### src/rtl/cory_unpack_ser_pkg.sv
// Shared types and constant helpers for the cory_unpack_ser width down-converter.
package cory_unpack_ser_pkg;

  typedef enum logic {
    IDLE = 1'b0,
    BUSY = 1'b1
  } state_t;

  // Ceiling log2 usable in constant expressions (beat counter sizing).
  function automatic int clog2(input int v);
    int r;
    r = 0;
    for (int i = 0; i < 31; i++) begin
      if ((32'sd1 << i) < v) begin
        r = i + 1;
      end else begin
        r = r;
      end
    end
    return r;
  endfunction

endpackage

### src/rtl/cory_unpack_ser_if.sv
// Packed-word input and narrow-beat output handshakes of cory_unpack_ser.
interface cory_unpack_ser_if #(
  parameter int N = 8,
  parameter int L = 4
);
  localparam int Z = N * L;

  logic         i_a_v;
  logic [Z-1:0] i_a_d;
  logic         o_a_r;
  logic         o_z_v;
  logic [N-1:0] o_z_d;
  logic         o_z_last;
  logic         i_z_r;

  modport slave (
    input  i_a_v, i_a_d, i_z_r,
    output o_a_r, o_z_v, o_z_d, o_z_last
  );

  modport master (
    output i_a_v, i_a_d, i_z_r,
    input  o_a_r, o_z_v, o_z_d, o_z_last
  );
endinterface

### src/rtl/cory_unpack_ser.sv
// Splits one L x N packed word into L consecutive N-bit beats, flagging the last one.
// Build option: CORY_UNPACK_SER_MSB_FIRST_EN emits the highest lane first.
module cory_unpack_ser
  import cory_unpack_ser_pkg::*;
#(
  parameter int N = 8,
  parameter int L = 4
) (
  input  logic            clk,
  input  logic            reset_n,
  cory_unpack_ser_if.slave bus
);

  localparam int Z  = N * L;
  localparam int CW = (clog2(L) < 1) ? 1 : clog2(L);

  state_t          state_r, state_nxt_s;
  logic [Z-1:0]    wr_r, wr_nxt_s;
  logic [CW-1:0]   cnt_r, cnt_nxt_s;
  logic [CW-1:0]   lane_s;
  logic            busy_s, last_s, fire_last_s, load_s;
  logic [N-1:0]    beat_s;

  assign busy_s      = (state_r == BUSY);
  assign last_s      = busy_s & (cnt_r == CW'(L - 1));
  assign fire_last_s = last_s & bus.i_z_r;
  assign load_s      = bus.i_a_v & bus.o_a_r;

  // Ready while idle, or in the same cycle the last beat leaves: no bubble between words.
  assign bus.o_a_r    = reset_n & (~busy_s | fire_last_s);
  assign bus.o_z_v    = busy_s;
  assign bus.o_z_last = last_s;
  assign bus.o_z_d    = beat_s;

`ifdef CORY_UNPACK_SER_MSB_FIRST_EN
  assign lane_s = CW'(L - 1) - cnt_r;
`else
  assign lane_s = cnt_r;
`endif

  // Beat data mux; zero while idle so the bus is quiet after reset.
  always_comb begin
    beat_s = {N{1'b0}};
    if (busy_s) begin
      beat_s = wr_r[int'(lane_s)*N +: N];
    end else begin
      beat_s = {N{1'b0}};
    end
  end

  // Next-state logic: load, advance the beat counter, reload or drop back to idle.
  always_comb begin
    state_nxt_s = state_r;
    wr_nxt_s    = wr_r;
    cnt_nxt_s   = cnt_r;
    case (state_r)
      IDLE: begin
        if (load_s) begin
          wr_nxt_s    = bus.i_a_d;
          cnt_nxt_s   = {CW{1'b0}};
          state_nxt_s = BUSY;
        end else begin
          state_nxt_s = IDLE;
        end
      end
      BUSY: begin
        if (bus.i_z_r) begin
          if (!last_s) begin
            cnt_nxt_s = cnt_r + CW'(1);
          end else if (bus.i_a_v) begin
            wr_nxt_s  = bus.i_a_d;
            cnt_nxt_s = {CW{1'b0}};
          end else begin
            state_nxt_s = IDLE;
          end
        end else begin
          state_nxt_s = BUSY;
        end
      end
      default: begin
        state_nxt_s = IDLE;
      end
    endcase
  end

  // State, word and counter registers with synchronous active-low reset.
  always_ff @(posedge clk) begin
    if (!reset_n) begin
      state_r <= IDLE;
      wr_r    <= {Z{1'b0}};
      cnt_r   <= {CW{1'b0}};
    end else begin
      state_r <= state_nxt_s;
      wr_r    <= wr_nxt_s;
      cnt_r   <= cnt_nxt_s;
    end
  end

`ifdef SIM
`ifdef CORY_MON
  cory_monitor #(N) u_mon (
    .clk    (clk),
    .v      (bus.o_z_v),
    .d      (bus.o_z_d),
    .last   (bus.o_z_last),
    .r      (bus.i_z_r)
  );
`endif
`endif

endmodule
### src/flat_wrapper.sv
// flat-port wrapper written by rule: the top's interface ports become plain ports
module cory_unpack_ser_flat import cory_unpack_ser_pkg::*;
#(
  parameter int N = 8,
  parameter int L = 4
)
  (clk, reset_n, bus_i_a_v, bus_i_a_d, bus_i_z_r, bus_o_a_r, bus_o_z_v, bus_o_z_d, bus_o_z_last);
  cory_unpack_ser_if #(.N(N), .L(L)) bus_i ();
  input  logic clk;
  input  logic reset_n;
  input wire logic [$bits(bus_i.i_a_v)-1:0] bus_i_a_v;
  input wire logic [$bits(bus_i.i_a_d)-1:0] bus_i_a_d;
  input wire logic [$bits(bus_i.i_z_r)-1:0] bus_i_z_r;
  output wire logic [$bits(bus_i.o_a_r)-1:0] bus_o_a_r;
  output wire logic [$bits(bus_i.o_z_v)-1:0] bus_o_z_v;
  output wire logic [$bits(bus_i.o_z_d)-1:0] bus_o_z_d;
  output wire logic [$bits(bus_i.o_z_last)-1:0] bus_o_z_last;
  assign bus_i.i_a_v = bus_i_a_v;
  assign bus_i.i_a_d = bus_i_a_d;
  assign bus_i.i_z_r = bus_i_z_r;
  assign bus_o_a_r = bus_i.o_a_r;
  assign bus_o_z_v = bus_i.o_z_v;
  assign bus_o_z_d = bus_i.o_z_d;
  assign bus_o_z_last = bus_i.o_z_last;
  cory_unpack_ser #(.N(N), .L(L)) u_core (.clk(clk), .reset_n(reset_n), .bus(bus_i));
endmodule
### config.mk
export PLATFORM = sky130hd
export DESIGN_NAME = cory_unpack_ser_flat
export DESIGN_NICKNAME = d
export VERILOG_FILES = /design/src/rtl/cory_unpack_ser_pkg.sv /design/src/rtl/cory_unpack_ser_if.sv /design/src/rtl/cory_unpack_ser.sv /design/src/flat_wrapper.sv
export SDC_FILE = /design/constraint.sdc
export NUM_CORES = 1
export LEC_CHECK = 0
export CAP_MARGIN = 10
export CORE_MARGIN = 2
export CORE_UTILIZATION = 48
export CTS_CLUSTER_SIZE = 14
export DETAILED_ROUTE_END_ITERATION = 10
export PLACE_DENSITY_LB_ADDON = 0.1
export SYNTH_ARGS = -nofsm -noshare
export SYNTH_HDL_FRONTEND = slang
export SYNTH_SLANG_ARGS = --single-unit
### constraint.sdc
create_clock -name clk -period 1.8 [get_ports clk]
set_input_delay 0.18 -clock clk [delete_from_list [all_inputs] [get_ports clk]]
set_output_delay 0.18 -clock clk [all_outputs]
set_load 0.03 [all_outputs]
==> out/results.txt, run 1 <==
The flow ran to the end, and the final reports show no timing, DRC or antenna violations. In this run the worst setup path begins at u_core.cnt_r[0]$_SDFFE_PN0P_. The number of buffer cells added on primary ports is 46.

The first global-routing pass estimated 5.90 mm of wire. The worst-case reg-to-reg path depth was 7. The vias per cell is 5.00, and the total of hold buffers inserted after clock tree synthesis is 0. The tools report the leakage power summed over all cells as 0.955 nW. In the synthesized netlist, the number of instances is 179.

The startpoint identified for the worst register-to-register timing path is u_core.cnt_r[0]$_SDFFE_PN0P_. For this run, the detailed router's first-pass iteration total came to 4. Summed over all failing endpoints, the final setup total negative slack is 0 ns.

The post-placement worst setup slack is -0.112 ns. The worst setup path is captured at an output port. During I/O placement, the number of pins put on the boundary was 47. Setup violations remaining at the end of the flow were counted as 0. The tools report the worst hold slack as 0.170 ns. Setup repair after global routing could not meet its margin everywhere. In this run the worst setup path terminates at bus_o_z_d[1]. The layout cell share with drive strength beyond 1 works out to 0.208. Clock skew on the completed layout was measured at 0.00983 ns. After synthesis the cells add up to 1740 sq um. The area inside the core boundary is 3420 sq um. The horizontal extent of the die came out at 64.2 microns.

The clock passes through at most 2 buffers. Entering global routing, the biggest net connects 66 pins. The share of synthesized area occupied by flip-flops and latches is 0.403. Dividing the detail-routed wire length by the instance count gives 13.1 microns. The tools report the die area as 4120 sq um. The layout has 263 filler cells. The type of the worst setup path was reg2out.

The final estimated routing congestion in global placement was 0.721; the clock input transition at the sequential cells of the worst setup and hold paths was 0.11 ns. The number of global-route vias before repair is 1310. Startpoint class of the critical path: a register. Die span in y: 64.2 microns. The finished cells cover 2320 sq um. The share of the clock period used by the worst path came out at 0.998.

Master cell of the clock root buffer: sky130_fd_sc_hd__clkbuf_4. The clock period could shrink to 1.80 ns. For this run, design rule violations remaining after detail routing come to 0. Data arrival time of the critical path: 1.62 ns. The number of slew-limit violations in the final report was 0. The average size of a mapped cell was 9.70 sq um; the number of nets with antenna violations after routing was 0. Global routing finished with a remaining overflow of 0. Standard cell area after detailed placement: 2220 sq um. The endpoint identified for the worst register-to-register timing path is u_core.wr_r[9]$_SDFFE_PN0P_.

In this run the core area contains 21 standard-cell rows. TritonCTS built the clock tree. Number of nets in the layout: 262. Synthesis warning total: 0. In this run, the number of DRC markers left after iteration 0 of detailed routing was 103.

The run gives 35 as the count of clock tree sinks. The tool flagged a number of max-cap violations equal to 0. The total power per unit cell area was 675 nW/um^2; the deepest level of the CTS H-tree was 2.

For the count of different cell masters after synthesis, the log shows 18. The path type of the worst min-delay path is in2reg. The later pin in the worst-skew pair is clocked with a latency of 0.33 ns. Compared with the post-synthesis result, the final layout area differs by 33.8%. Of all nets on the critical path, the largest fanout is 4. The logs give 0 for the final hold violation count and 0 for the antenna cell count. For the max-slew headroom at the worst pin, the log shows 0.768.

The tools report the maximum clock frequency as 0.557 GHz. The effective utilization at floorplan was 0.508. For this block, the routed nets add up to 3.56 mm of wire. For the number of vias in the routed layout, the log shows 1361. Across all register-to-register paths, the minimum setup slack is 0.18 ns. The number of clock buffers added by TritonCTS is 5. The largest vdd supply drop was 0.360 mV. The minimum setup slack in the final design is 0.00310 ns, and the net count of the mapped netlist is 216. The count of state elements after synthesis was 35; the overall global routing resource usage was 0.189. For the worst setup path, the data required time is 1.62 ns. The number of antenna violations at the first check in global routing was 0; the detailed placement HPWL was 2.56 mm. For the pin with the worst max-slew slack, the measured transition is 0.347 ns.
==> placed cells by master, fill, tap and decap left out <==
cell	Yosys	layout
sky130_fd_sc_hd__nand2_1	68	68
sky130_fd_sc_hd__and2_4	0	8
sky130_fd_sc_hd__and2_1	9	1
sky130_fd_sc_hd__clkbuf_4	0	5
sky130_fd_sc_hd__mux2i_1	34	34
sky130_fd_sc_hd__dlygate4sd2_1	0	1
sky130_fd_sc_hd__o22ai_1	1	1
sky130_fd_sc_hd__buf_2	1	1
sky130_fd_sc_hd__dfxtp_2	0	1
sky130_fd_sc_hd__buf_12	3	3
sky130_fd_sc_hd__and2b_2	1	1
sky130_fd_sc_hd__clkinv_2	0	1
sky130_fd_sc_hd__nor2b_4	0	1
sky130_fd_sc_hd__dfxtp_1	35	33
sky130_fd_sc_hd__o21a_1	1	1
sky130_fd_sc_hd__clkdlybuf4s50_1	0	34
sky130_fd_sc_hd__buf_4	0	4
sky130_fd_sc_hd__nor2b_1	1	1
sky130_fd_sc_hd__clkbuf_1	9	2
sky130_fd_sc_hd__buf_6	2	11
sky130_fd_sc_hd__a21boi_4	1	1
sky130_fd_sc_hd__mux4_2	8	8
sky130_fd_sc_hd__ha_2	0	1
sky130_fd_sc_hd__dfxtp_4	0	1
sky130_fd_sc_hd__nand3_1	2	2
sky130_fd_sc_hd__nor2_1	1	1
==> power breakdown <==
part | internal (mW) | switching [mW] | total (mW)
registers | 0.822 | 0.0314 | 0.854
logic | 0.186 | 0.130 | 0.316
clock network | 0.152 | 0.247 | 0.399
==> worst min-delay path by stage <==
stage                                 start                            to  slack, ns  depth (start not counted)
5_1_grt                             reset_n  u_core.cnt_r[0]$_SDFFE_PN0P_       0.19                          3
3_3_place_gp   u_core.wr_r[13]$_SDFFE_PN0P_  u_core.wr_r[13]$_SDFFE_PN0P_       0.44                          2
3_5_place_dp   u_core.wr_r[11]$_SDFFE_PN0P_  u_core.wr_r[11]$_SDFFE_PN0P_       0.45                          2
2_1_floorplan                     bus_i_a_v   u_core.bus.o_z_v$_SDFF_PN0_       0.30                          1
6_report                            reset_n  u_core.cnt_r[0]$_SDFFE_PN0P_       0.17                          3
4_1_cts                             reset_n  u_core.cnt_r[0]$_SDFFE_PN0P_       0.16                          3
==> state kept, by name, summed over array words and instances, names as in the netlist <==
name              cells
u_core.wr_r          32
u_core.cnt_r          2
u_core.bus.o_z_v      1
==> worst max-delay path: stages, from the launching register on <==
cell	delay (ns)
sky130_fd_sc_hd__dfxtp_4	0.38
sky130_fd_sc_hd__buf_6	0.12
sky130_fd_sc_hd__mux4_2	0.48
sky130_fd_sc_hd__and2_4	0.17
sky130_fd_sc_hd__buf_6	0.13
==> area by class of cell <==
class,instances,area [sq um],area share
flip-flops and latches,35,706,0.304
well taps,46,57.6,0.0248
clock inverters,1,5.00,0.00215
multi-input cells,129,942,0.405
repair buffers,54,568,0.244
clock buffers,7,45.0,0.0194
==> through the flow <==
step	total power, mW	cells	utilization
6_report	1.57	272	0.680
5_1_grt	1.65	272	0.680
4_1_cts	1.58	272	0.674
3_5_place_dp	1.18	263	0.649
3_3_place_gp	1.17	263	0.649
2_1_floorplan	1.05	179	-
==> logic make-up (layout without fill, tap and decap cells) <==
family	count (synthesis)	in the layout	share of synthesized area
buffers and inverters	15	62	0.0699
DFF	35	35	0.403
adders and majority gates	1	1	0.00720
AOI/OAI and AO/OA	3	3	0.0187
and+or+nand+nor	83	83	0.201
muxes	42	42	0.300
==> cell usage after synthesis (all sizes together) <==
cell,instances,area share
dfxtp,35,0.40
nand3,2,0.0058
nand2,68,0.15
ha,1,0.0072
and2b,1,0.0050
o21a,1,0.0043
nor2,1,0.0022
nor2b,2,0.0086
and2,9,0.032
a21boi,1,0.011
mux2i,34,0.20
buf,6,0.050
o22ai,1,0.0036
mux4,8,0.10
clkbuf,9,0.019
==> repair_timing <==
action	4_1_cts	5_1_grt
endpoints found under the setup margin	10	9
pin swaps	1	1
gates resized for setup	64	8
setup buffers	1	0
==> per-layer routing <==
| metal | GRT usage | share of wire | vias up | wire length [microns] |
|---|---|---|---|---|
| met5 | 0 | 0 | - | 0 |
| met4 | 0.0878 | 0.019 | 0 | 68 |
| met3 | 0.0475 | 0.064 | 8 | 229 |
| met2 | 0.305 | 0.46 | 40 | 1630 |
| met1 | 0.237 | 0.46 | 629 | 1630 |
| li1 | - | - | 684 | - |
(Power assumes the default switching activity.)
==> inputs of run 2 (changes only) <==
CORE_ASPECT_RATIO = 0.7   (was default)
==> out/results.txt, run 2 (synthesis gave the netlist of run 1 again) <==
The analysis attributes to cell leakage a power of 0.967 nW. The clock arrives with 0.00213 ns of skew. Counting tap cells, the placed design contains a total of 269 instances. After routing the design area is 2320 sq um. The number of buffers added by the clock tree synthesis step is 5. STA puts the critical path data required time at 1.62 ns.

After detailed routing, the number of remaining DRC violations is 0. The I/O pin count came out at 47. The data arrival time of the critical path came out at 1.57 ns. The critical path goes through buf_6, mux4_2, and2_1, buf_2. After the flow finishes, the layout carries non-filler instances totaling 278.

The violation count after the first detailed-route iteration is 59, and the number of antenna violations at the first check in global routing is 0. Summing over every cut layer, the via total after detailed routing is 1335. The run gives 0.497 as the effective utilization at floorplan. In this run the worst hold path is classified as in2reg. The number of stages on the worst hold path works out to 2. The run gives 0 as the final hold violation count.

For the pin with the worst max-slew slack, the measured transition is 0.348 ns. The overall global routing resource usage came out at 0.199. The share of the clock period used by the worst path is 0.975, and the number of rows created at floorplan is 18. The clock input transition at the sequential cells of the worst setup and hold paths is 0.07 ns, and the final routed wirelength across all metal layers is 3.76 mm. The clock drives 35 sinks. The detail route stage leaves a number of antenna-violating nets equal to 0. Relative to the synthesized area, the layout overhead comes to 33.7%.

The logs give 0.768 for the max-slew headroom at the worst pin and 0 for the max-capacitance violation count. The total power per unit cell area was 765 nW/um^2; the horizontal extent of the die was 75.9 microns. The most frequent standard cell in the layout excluding fill and tap cells is sky130_fd_sc_hd__nand2_1. Setup repair after global routing left no endpoint under its margin. The cell sitting at the root of the clock tree is a sky130_fd_sc_hd__clkbuf_8. The count of TritonRoute iterations in the first routing pass is 4.

Entering global routing, the biggest net connects 38 pins. Derived from the worst setup path, the maximum achievable clock frequency is 0.570 GHz. The worst setup path is captured at an output port. In this run the cell area measured after placement is 2210 sq um. The largest stage delay on the critical path came out at 0.48 ns. The worst setup path is launched from a register. The number of stages on the worst setup path came out at 4.

Port buffering added 46 buffers. The shortest clock period the worst path allows after layout was 1.75 ns; the worst-case reg-to-reg path depth was 7. The longest clock path from root to sink contains 2 buffers. Counting both buffers and inverters, the worst setup path holds a total of 2. For the number of global-route vias before repair, the log shows 1255. The run gives 4120 sq um as the die area. Routability-driven placement finished with a final weighted congestion of 0.781. The run gives 0.28 ns as the clock latency on the worst-skew pair.

Family with the most delay on the worst path: multiplexers. The number of nets in the layout is 264. The type of the worst setup path is reg2out.

The register with the most flip-flops in the layout has 32 of them. The run gives 0 as the number of slew-limit violations in the final report. Setup violations remaining at the end of the flow were counted as 0.

Using the TritonRoute via totals, the vias-per-cell ratio works out to 4.80. TritonCTS built the clock tree. From bottom edge to top edge, the die measures 54.3 microns. The top cell types in the final layout, fill and taps aside, are 68 x sky130_fd_sc_hd__nand2_1, 35 x sky130_fd_sc_hd__clkdlybuf4s50_1, 34 x sky130_fd_sc_hd__mux2i_1, 34 x sky130_fd_sc_hd__dfxtp_1, 10 x sky130_fd_sc_hd__buf_4.

The average wire per cell in the routed design was 13.5 microns. The maximum fanout encountered on the critical timing path is 5. Summed over all layers, the global routing overflow is 0.

The layout cell share with drive strength beyond 1 is 0.184, and the detailed placement HPWL is 2.81 mm. The run finished with clean final reports. The slowest cell on the critical path was sky130_fd_sc_hd__mux4_2. The H-tree generated during clock tree synthesis spans 2 levels.

The tools report the global-route wire length before repair as 5.77 mm. More flip-flops sit in one register than any other, and that register is u_core.wr_r. The number of antenna diodes in the final layout is 0.

The logs give 3490 sq um for the area inside the core boundary and 0.474 mV for the largest vdd supply drop.
==> run 2: cell types whose count changed in the layout (fill, tap and decap cells not counted), moves of 2 or more <==
cell,change
sky130_fd_sc_hd__clkbuf_8,+7
sky130_fd_sc_hd__buf_4,+6
sky130_fd_sc_hd__buf_6,-5
sky130_fd_sc_hd__and2_1,+6
sky130_fd_sc_hd__buf_12,-2
sky130_fd_sc_hd__clkbuf_4,-5
sky130_fd_sc_hd__buf_2,+3
sky130_fd_sc_hd__and2_4,-6
==> run 2: where the power goes <==
| group | leakage [nW] | switching (mW) | internal, mW |
|---|---|---|---|
| logic | 0.628 | 0.133 | 0.178 |
| clock network | 0.0515 | 0.265 | 0.349 |
| registers | 0.288 | 0.0273 | 0.823 |
==> run 2: final timing paths <==
check	start	to	slack [ns]
worst min-delay path	reset_n	u_core.bus.o_z_v$_SDFF_PN0_	0.16
worst max register to register	u_core.cnt_r[1]$_SDFFE_PN0P_	u_core.wr_r[7]$_SDFFE_PN0P_	0.16
worst min register to register	u_core.wr_r[8]$_SDFFE_PN0P_	u_core.wr_r[8]$_SDFFE_PN0P_	0.46
worst max-delay path	u_core.cnt_r[0]$_SDFFE_PN0P_	bus_o_z_d[6]	0.05
==> run 2: timing repair <==
| item | CTS | global route |
|---|---|---|
| pin swaps | 0 | 1 |
| setup endpoints to repair | 9 | 6 |
| gates resized for setup | 44 | 14 |
| buffers inserted | 0 | 1 |
| endpoints found under the hold margin | 0 | 0 |
| hold buffers | 0 | 0 |
==> run 2: per-layer routing <==
| metal | vias to the layer above | routed length (microns) | global-route usage |
|---|---|---|---|
| met1 | 616 | 1730 | 0.245 |
| met4 | 0 | 38 | 0.0789 |
| met3 | 4 | 172 | 0.0552 |
| met5 | - | 0 | 0 |
| li1 | 687 | - | - |
| met2 | 28 | 1830 | 0.332 |
==> run 2: metrics by stage <==
| step | total power [mW] | hold WS, ns | TNS, ns | setup slack [ns] | utilization |
|---|---|---|---|---|---|
| after detailed placement | 1.18 | 0.444 | -0.858 | -0.128 | 0.634 |
| after floorplan | 1.05 | 0.304 | 0 | 0.386 | - |
| after global routing | 1.85 | 0.163 | 0 | 0.00211 | 0.665 |
| after global placement | 1.16 | 0.440 | -0.715 | -0.0934 | 0.634 |
| final | 1.78 | 0.158 | 0 | 0.0454 | 0.665 |
| after CTS | 1.78 | 0.150 | 0 | 0.00874 | 0.654 |
==> run 2: final cells by class <==
cell class	instances	area (sq um)
fill	293	1170
tap	50	62.6
timing repair buffer	56	533
clock buffer	8	100
multi-input combinational	129	925
sequential	35	702
==> inputs of run 3 (changes only) <==
SLEW_MARGIN = 20   (was default)
==> results of run 3 <==
No change in the layout: final DEF, timing and power equal those of run 2.
